## config.mk

```make
export PLATFORM = sky130hd
export DESIGN_NAME = keypad_scanner
export DESIGN_NICKNAME = d
export VERILOG_FILES = /design/src/rtl/keypad_pkg.sv /design/src/rtl/keypad_col_driver.sv /design/src/rtl/keypad_scanner.sv
export SDC_FILE = /design/constraint.sdc
export NUM_CORES = 1
export LEC_CHECK = 0
export CAP_MARGIN = 10
export CORE_MARGIN = 8
export CORE_UTILIZATION = 25
export CTS_CLUSTER_SIZE = 24
export DETAILED_ROUTE_END_ITERATION = 6
export PLACE_DENSITY_LB_ADDON = 0.25
export SLEW_MARGIN = 20
export SYNTH_ARGS = -nofsm -noshare
export SYNTH_HDL_FRONTEND = slang
export SYNTH_HIERARCHICAL = 1
export SYNTH_SLANG_ARGS = --single-unit
```

## constraint.sdc

```tcl
create_clock -name clock -period 15.9 [get_ports clock]
set_input_delay 3.975 -clock clock [delete_from_list [all_inputs] [get_ports clock]]
set_output_delay 3.975 -clock clock [all_outputs]
set_load 0.05 [all_outputs]
```

## src/rtl/keypad_pkg.sv

```systemverilog
// Shared types and constants for the 4x4 matrix keypad scanner.
// Latency: n/a (declarations only).
// Backpressure: n/a.
package keypad_pkg;

    localparam int COL_W    = 2;
    localparam int NUM_KEYS = 16;

    typedef enum logic [1:0] {
        IDLE,
        PRESS_DB,
        PRESSED,
        REL_DB
    } kp_state_t;

    // Sweep result: MSB set means no single key was seen; low nibble is the key code.
    localparam logic [4:0] RESULT_NONE = 5'b1_0000;

    // Key code per image bit, image index = col*4 + row; entry 0 is the rightmost element.
    localparam logic [NUM_KEYS-1:0][3:0] KEY_MAP = {
        4'hD, 4'hC, 4'hB, 4'hA,   // column 3, rows 3..0
        4'hE, 4'h9, 4'h6, 4'h3,   // column 2
        4'hF, 4'h8, 4'h5, 4'h2,   // column 1
        4'h0, 4'h7, 4'h4, 4'h1    // column 0
    };

endpackage

```

## src/rtl/keypad_col_driver.sv

```systemverilog
// Column strober: drives one column low at a time and flags the row-sample clock.
// Latency: each column dwells SCAN_CYCLES clocks; a full sweep is 4*SCAN_CYCLES clocks.
// Backpressure: none, free-running.
module keypad_col_driver
    import keypad_pkg::*;
#(
    parameter int SCAN_CYCLES = 4
) (
    input  logic             clock,
    input  logic             reset,
    output logic [3:0]       col,
    output logic [COL_W-1:0] col_idx,
    output logic             sample,
    output logic             sweep_end
);

    localparam int            DW         = $clog2(SCAN_CYCLES);
    localparam logic [DW-1:0] DWELL_LAST = DW'(SCAN_CYCLES - 1);

    logic [DW-1:0] dwell;

    // Dwell counter per column; column index advances after the last dwell clock.
    always_ff @(posedge clock) begin
        if (!reset) begin
            dwell   <= '0;
            col_idx <= '0;
        end else if (dwell == DWELL_LAST) begin
            dwell   <= '0;
            col_idx <= col_idx + 2'd1;
        end else begin
            dwell   <= dwell + 1'b1;
        end
    end

    assign sample    = (dwell == DWELL_LAST);
    assign sweep_end = sample && (col_idx == 2'd3);
    assign col       = ~(4'b0001 << col_idx);

endmodule

```

## src/rtl/keypad_scanner.sv

```systemverilog
// 4x4 keypad scanner: synchronises rows, builds a sweep image, debounces whole sweeps into a key code.
// Latency: press/release accepted at the end of the DEBOUNCE_SWEEPS-th identical sweep (<= (N+1) sweeps + 2 clocks).
// Backpressure: none; key_valid is a one-clock pulse, key_held a level.
module keypad_scanner
    import keypad_pkg::*;
#(
    parameter int SCAN_CYCLES     = 4,
    parameter int DEBOUNCE_SWEEPS = 3
) (
    input  logic       clock,
    input  logic       reset,
    input  logic [3:0] row,
    output logic [3:0] col,
    output logic [3:0] key_code,
    output logic       key_valid,
    output logic       key_held
);

    localparam int            CW       = $clog2(DEBOUNCE_SWEEPS + 1);
    localparam logic [CW-1:0] CNT_DONE = CW'(DEBOUNCE_SWEEPS);
    localparam logic [CW-1:0] CNT_ONE  = CW'(1);

    logic [COL_W-1:0] col_idx;
    logic             sample;
    logic             sweep_end;
    logic [3:0]       row_meta;
    logic [3:0]       row_sync;
    logic [15:0]      image;
    logic [15:0]      image_now;
    logic [4:0]       n_low;
    logic [4:0]       result;
    logic             result_none;
    logic             match_held;
    kp_state_t        state;
    logic [3:0]       cand;
    logic [CW-1:0]    cnt;
    logic [CW-1:0]    cnt_inc;

    keypad_col_driver #(
        .SCAN_CYCLES (SCAN_CYCLES)
    ) u_col_driver (
        .clock     (clock),
        .reset     (reset),
        .col       (col),
        .col_idx   (col_idx),
        .sample    (sample),
        .sweep_end (sweep_end)
    );

    // Two-flop synchroniser for the asynchronous row inputs.
    always_ff @(posedge clock) begin
        if (!reset) begin
            row_meta <= 4'hF;
            row_sync <= 4'hF;
        end else begin
            row_meta <= row;
            row_sync <= row_meta;
        end
    end

    // Latch the current column's rows into the sweep image on its sample clock.
    always_ff @(posedge clock) begin
        if (!reset) begin
            image <= '1;
        end else if (sample) begin
            image[{col_idx, 2'b00} +: 4] <= row_sync;
        end
    end

    // Sweep evaluation: column 3 is taken live so the result is ready on its sample clock.
    always_comb begin
        image_now        = image;
        image_now[15:12] = row_sync;
        n_low            = '0;
        result           = RESULT_NONE;
        for (int i = 0; i < NUM_KEYS; i++) begin
            if (!image_now[4'(i)]) begin
                n_low  = n_low + 5'd1;
                result = {1'b0, KEY_MAP[4'(i)]};
            end
        end
        // Zero or multiple keys (ghosting/rollover) both read as NONE.
        if (n_low != 5'd1) begin
            result = RESULT_NONE;
        end
    end

    assign result_none = result[4];
    assign match_held  = (result == {1'b0, key_code});
    assign cnt_inc     = cnt + 1'b1;

    // Debounce FSM, stepped once per sweep; outputs are registered here.
    always_ff @(posedge clock) begin
        if (!reset) begin
            state     <= IDLE;
            cand      <= '0;
            cnt       <= '0;
            key_code  <= '0;
            key_valid <= 1'b0;
            key_held  <= 1'b0;
        end else begin
            key_valid <= 1'b0;
            if (sweep_end) begin
                case (state)
                    IDLE: begin
                        if (!result_none) begin
                            cand <= result[3:0];
                            if (CNT_ONE == CNT_DONE) begin
                                state     <= PRESSED;
                                key_code  <= result[3:0];
                                key_valid <= 1'b1;
                                key_held  <= 1'b1;
                                cnt       <= '0;
                            end else begin
                                state <= PRESS_DB;
                                cnt   <= CNT_ONE;
                            end
                        end
                    end
                    PRESS_DB: begin
                        if (result_none) begin
                            state <= IDLE;
                            cnt   <= '0;
                        end else if (result[3:0] == cand) begin
                            if (cnt_inc == CNT_DONE) begin
                                state     <= PRESSED;
                                key_code  <= cand;
                                key_valid <= 1'b1;
                                key_held  <= 1'b1;
                                cnt       <= '0;
                            end else begin
                                cnt <= cnt_inc;
                            end
                        end else begin
                            cand <= result[3:0];
                            cnt  <= CNT_ONE;
                        end
                    end
                    PRESSED: begin
                        if (!match_held) begin
                            if (CNT_ONE == CNT_DONE) begin
                                state    <= IDLE;
                                key_held <= 1'b0;
                                cnt      <= '0;
                            end else begin
                                state <= REL_DB;
                                cnt   <= CNT_ONE;
                            end
                        end
                    end
                    REL_DB: begin
                        if (match_held) begin
                            state <= PRESSED;
                            cnt   <= '0;
                        end else if (cnt_inc == CNT_DONE) begin
                            state    <= IDLE;
                            key_held <= 1'b0;
                            cnt      <= '0;
                        end else begin
                            cnt <= cnt_inc;
                        end
                    end
                    default: begin
                        state <= IDLE;
                        cnt   <= '0;
                    end
                endcase
            end
        end
    end

endmodule
```

==> impl_metrics.csv <==
group,metric,value,unit
synthesis,synthArstFlopShare,0,%
worst_setup_path,reg2reg_slack,10.23,ns
pwr,p_sw_share,28.91,%
finish,nNetsFinal,288,
worst_setup_path,cp.arrival,1.92,ns
clock_network,cts_tree,"yes",
sta,drv_slew,0,
finish,post_layout_nonfiller_instances,376,
drt,topRoutingLayerUsed,"met4",
drt,post-route-drc-count,0,
synthesis,synth_seq_cells,34,
clock_network,cts_root_buffer,"clkbuf_8",
placed_design,gp_routability_congestion,0.7616,
worst_setup_path,cp_slowest_cell,"clkdlybuf4s50_1",
sta,period_needed,5.898,ns
sta,rsz0062_at_grt,"false",
grt,first_global_vias,1725,
placed_design,place_inst,368,
sta,finalClockSkew,0.006266,ns
pwr,p_seq_share,41.6,%
floorplan,die_area,12710,sq um
pwr,power-per-cell-area,81.28,nW/um^2
grt,grt-ovfl-total,0,
synthesis,netlist_area,2340,sq um
clock_network,post_cts_resized,0,
clock_network,clock_path_buffers,2,
floorplan,rows,35,
pwr,power,218.7,uW
grt,grt_max_degree,26,
floorplan,die_w,112.7,um
finish,antenna_cells,0,
floorplan,die_y,112.7,um
clock_network,clk_pin_slew,0.07,ns
drt,wl,4774,um
grt,grt_pass1_wl,8355,um
synthesis,yosysWarningCount,6,
clock_network,cts_setup_buffers,0,
clock_network,htreeDepth,2,
sta,fmax,169.6,MHz
worst_setup_path,cp_max_fo,8,
sta,hold_viol,0,
finish,layout.area.seq,680.7,sq um
worst_setup_path,crit_top_cell,"inv_1",
finish,drive_gt1_share,10.57,%
drt,ant_nets,0,
floorplan,start_util,25.56,%
floorplan,core,9153,sq um
pwr,p_int,155.5,uW
clock_network,clk_latency,0.28,ns
grt,track_usage,7.934,%
sta,tightest_slew,0.7847,ns
pwr,vdd_ir_drop_max,0.05411,mV
synthesis,ys_types,62,
drt,via_count,1765,
worst_setup_path,worstRegToRegCells,21,
worst_setup_path,critPathMaxStageDelay,0.80,ns
worst_setup_path,path_cells,"inv_1, ha_1, inv_1, clkdlybuf4s50_1",
worst_setup_path,critPathKind,"register to output port",
synthesis,syn-num-nets,276,
synthesis,synthFlopType,"dfxtp_1",
synthesis,synthCells,252,
sta,setup_viol,0,
clock_network,ctsHoldBuffers,0,
drt,drtPass1Iterations,4,
drt,drt-initial-drc-count,79,
run,max-cap-violations,0,
worst_setup_path,startpoint,"u_col_driver/col_idx[0]$_SDFFE_PN0N_",
synthesis,syn_area_per_cell,9.285,sq um
pwr,power_switching,63.24,uW
worst_setup_path,reg2reg_from,"image[0]$_SDFFE_PN1P_",
clock_network,cts_sinks,34,
placed_design,place_hpwl,3673,um
pwr,leakage,0.001066,uW
finish,multi_input_area,1529,sq um
worst_hold_path,min-delay-path-class,"register to register",
worst_setup_path,crit_path_end_kind,"output port",
pwr,clockPowerShare,36.2,%
sta,tns,0,ns
finish,num-fill-cells,942,
drt,wl_per_cell,12.70,um
drt,route.met2.wl,2231,um
worst_setup_path,required,11.93,ns
drt,wl_met3,135,um
clock_network,cts_buffers,5,
drt,m1WireLength,2347,um
drt,vias_per_cell,4.694,
synthesis,synth_edf_count,0,
sta,finalCritPeriodShare,37.09,%
synthesis,seq_area_frac_synth,29.09,%
worst_setup_path,start_kind,"register",
grt,antenna_found_initial,0,
floorplan,num_io_pins,16,
sta,maxSlewHeadroom,47.52,%
run_status,status,"finished, final reports clean",
worst_setup_path,endpoint,"col[0]",
placed_design,io_buffers,15,
pwr,combPwrFrac,22.2,%
finish,layout-area-overhead-vs-synth,15.03,%
worst_setup_path,r2r-end,"cnt[0]$_SDFFE_PN0P_",
## cell usage in the layout, fill, tap and decap left out, drive strengths merged, types with 2 or more instances in the layout
cell type | netlist | routed
a2111oi | 2 | 2
a211oi | 3 | 3
a21oi | 5 | 5
a221o | 8 | 8
a221oi | 2 | 2
and2 | 5 | 5
and3 | 5 | 5
clkbuf | 5 | 5
clkdlybuf4s50 | 0 | 15
clkinvlp | 0 | 2
dfxtp | 34 | 34
ha | 18 | 18
inv | 21 | 21
mux2 | 3 | 3
mux2i | 10 | 10
nand2 | 23 | 23
nand2b | 12 | 12
nand3 | 7 | 7
nand3b | 3 | 3
nand4 | 3 | 3
nand4bb | 2 | 2
nor2 | 9 | 9
nor2b | 9 | 9
nor3 | 4 | 4
nor3b | 3 | 3
nor4 | 3 | 3
o21a | 4 | 4
o21ai | 5 | 5
o311a | 2 | 2
o311ai | 2 | 2
o32ai | 3 | 3
or3 | 3 | 3
xnor2 | 12 | 12
xnor3 | 2 | 2
xor2 | 2 | 2
## cells in the mapped netlist (all sizes together), types with 2 or more instances
cell type | count | area share [%]
xnor3 | 2 | 2.0
xnor2 | 12 | 5.1
nand2b | 12 | 3.2
nor2 | 9 | 1.4
ha | 18 | 9.6
nand2 | 23 | 3.8
a211oi | 3 | 1.4
mux2i | 10 | 4.3
mux2 | 3 | 1.4
nor2b | 9 | 2.4
o21a | 4 | 1.3
nor3 | 4 | 1.6
o21ai | 5 | 1.1
o311ai | 2 | 0.75
nand4 | 3 | 0.80
or3 | 3 | 1.0
and3 | 5 | 1.3
nand3b | 3 | 0.96
clkbuf | 5 | 0.80
nor3b | 3 | 0.96
buf | 5 | 1.4
dfxtp | 34 | 29
o311a | 2 | 0.86
nand4bb | 2 | 0.96
a21oi | 5 | 1.1
o32ai | 3 | 2.2
and2 | 5 | 1.3
nor4 | 3 | 0.80
a2111oi | 2 | 1.3
xor2 | 2 | 0.75
nand3 | 7 | 1.5
a221o | 8 | 3.4
a221oi | 2 | 1.5
inv | 21 | 3.4
## power by group through the flow
stage / Clock [uW] / Sequential (uW) / Combinational (uW)
after floorplan: 0 / 91.4 / 40.4
after global placement: 0 / 93.0 / 48.3
after detailed placement: 0 / 93.1 / 48.9
after CTS: 81.2 / 91.1 / 49.1
after global routing: 86.4 / 91.7 / 54.3
final: 79.1 / 91.1 / 48.6
## sequential cells by signal, summed over array words and instances (netlist names)
signal and flops:
cnt 2, key_code 4, key_held 1, u_col_driver/col_idx 2
u_col_driver/dwell 2, image 8, row_sync 4, row_meta 4
cand 4, key_valid 1, state 2
## metal layers
layer	global-route usage, %	vias to the layer above
met1	9.775	822
met4	2.518	0
met5	0	-
met3	2.023	6
met2	13.21	16
li1	-	921
## logic make-up (layout without fill, tap and decap cells)
kind of cell | count (synthesis) | in the layout | share of synthesized area [%]
simple gates | 95 | 95 | 23.58
compound gates | 45 | 45 | 18.56
flops | 34 | 34 | 29.09
buf+inv | 31 | 44 | 5.562
fa+ha+maj | 18 | 18 | 9.626
xor+xnor | 16 | 16 | 7.861
mux | 13 | 13 | 5.722
## how the worst min path moves through the flow
stage / cells past startpoint / to / from
floorplan: 1 / row_sync[0]$_SDFF_PN1_ / row_meta[0]$_SDFF_PN1_
global route: 1 / row_sync[0]$_SDFF_PN1_ / row_meta[0]$_SDFF_PN1_
detailed placement: 1 / row_sync[1]$_SDFF_PN1_ / row_meta[1]$_SDFF_PN1_
finish: 1 / row_sync[1]$_SDFF_PN1_ / row_meta[1]$_SDFF_PN1_
global placement: 1 / row_sync[0]$_SDFF_PN1_ / row_meta[0]$_SDFF_PN1_
CTS: 1 / row_sync[1]$_SDFF_PN1_ / row_meta[1]$_SDFF_PN1_
## area by class of cell
cell class | count | share of cell area (%)
clock buffers | 5 | 2.557
clock inverters | 3 | 1.674
inverters | 21 | 2.929
multi-input cells | 187 | 56.81
flip-flops and latches | 34 | 25.29
well taps | 111 | 5.160
repair buffers | 15 | 5.579
## worst max-delay path: cells and delay by family, from the launching register on
| family | cells | cell delay, ns |
|---|---|---|
| buf+inv | 3 | 0.95 |
| flops | 1 | 0.48 |
| fa+ha+maj | 1 | 0.21 |
## per-stage QoR
stage	hold WS [ns]	setup WS, ns	utilization, %	area [sq um]
2_1_floorplan	0.3863	10.72	-	2340
3_3_place_gp	0.3948	9.865	28.16	2577
3_5_place_dp	0.4017	9.853	28.16	2577
4_1_cts	0.4158	9.976	29.41	2691
5_1_grt	0.4224	9.878	29.41	2691
6_report	0.4049	10.00	29.41	2691
No activity file was read; power rests on OpenSTA's default activity.
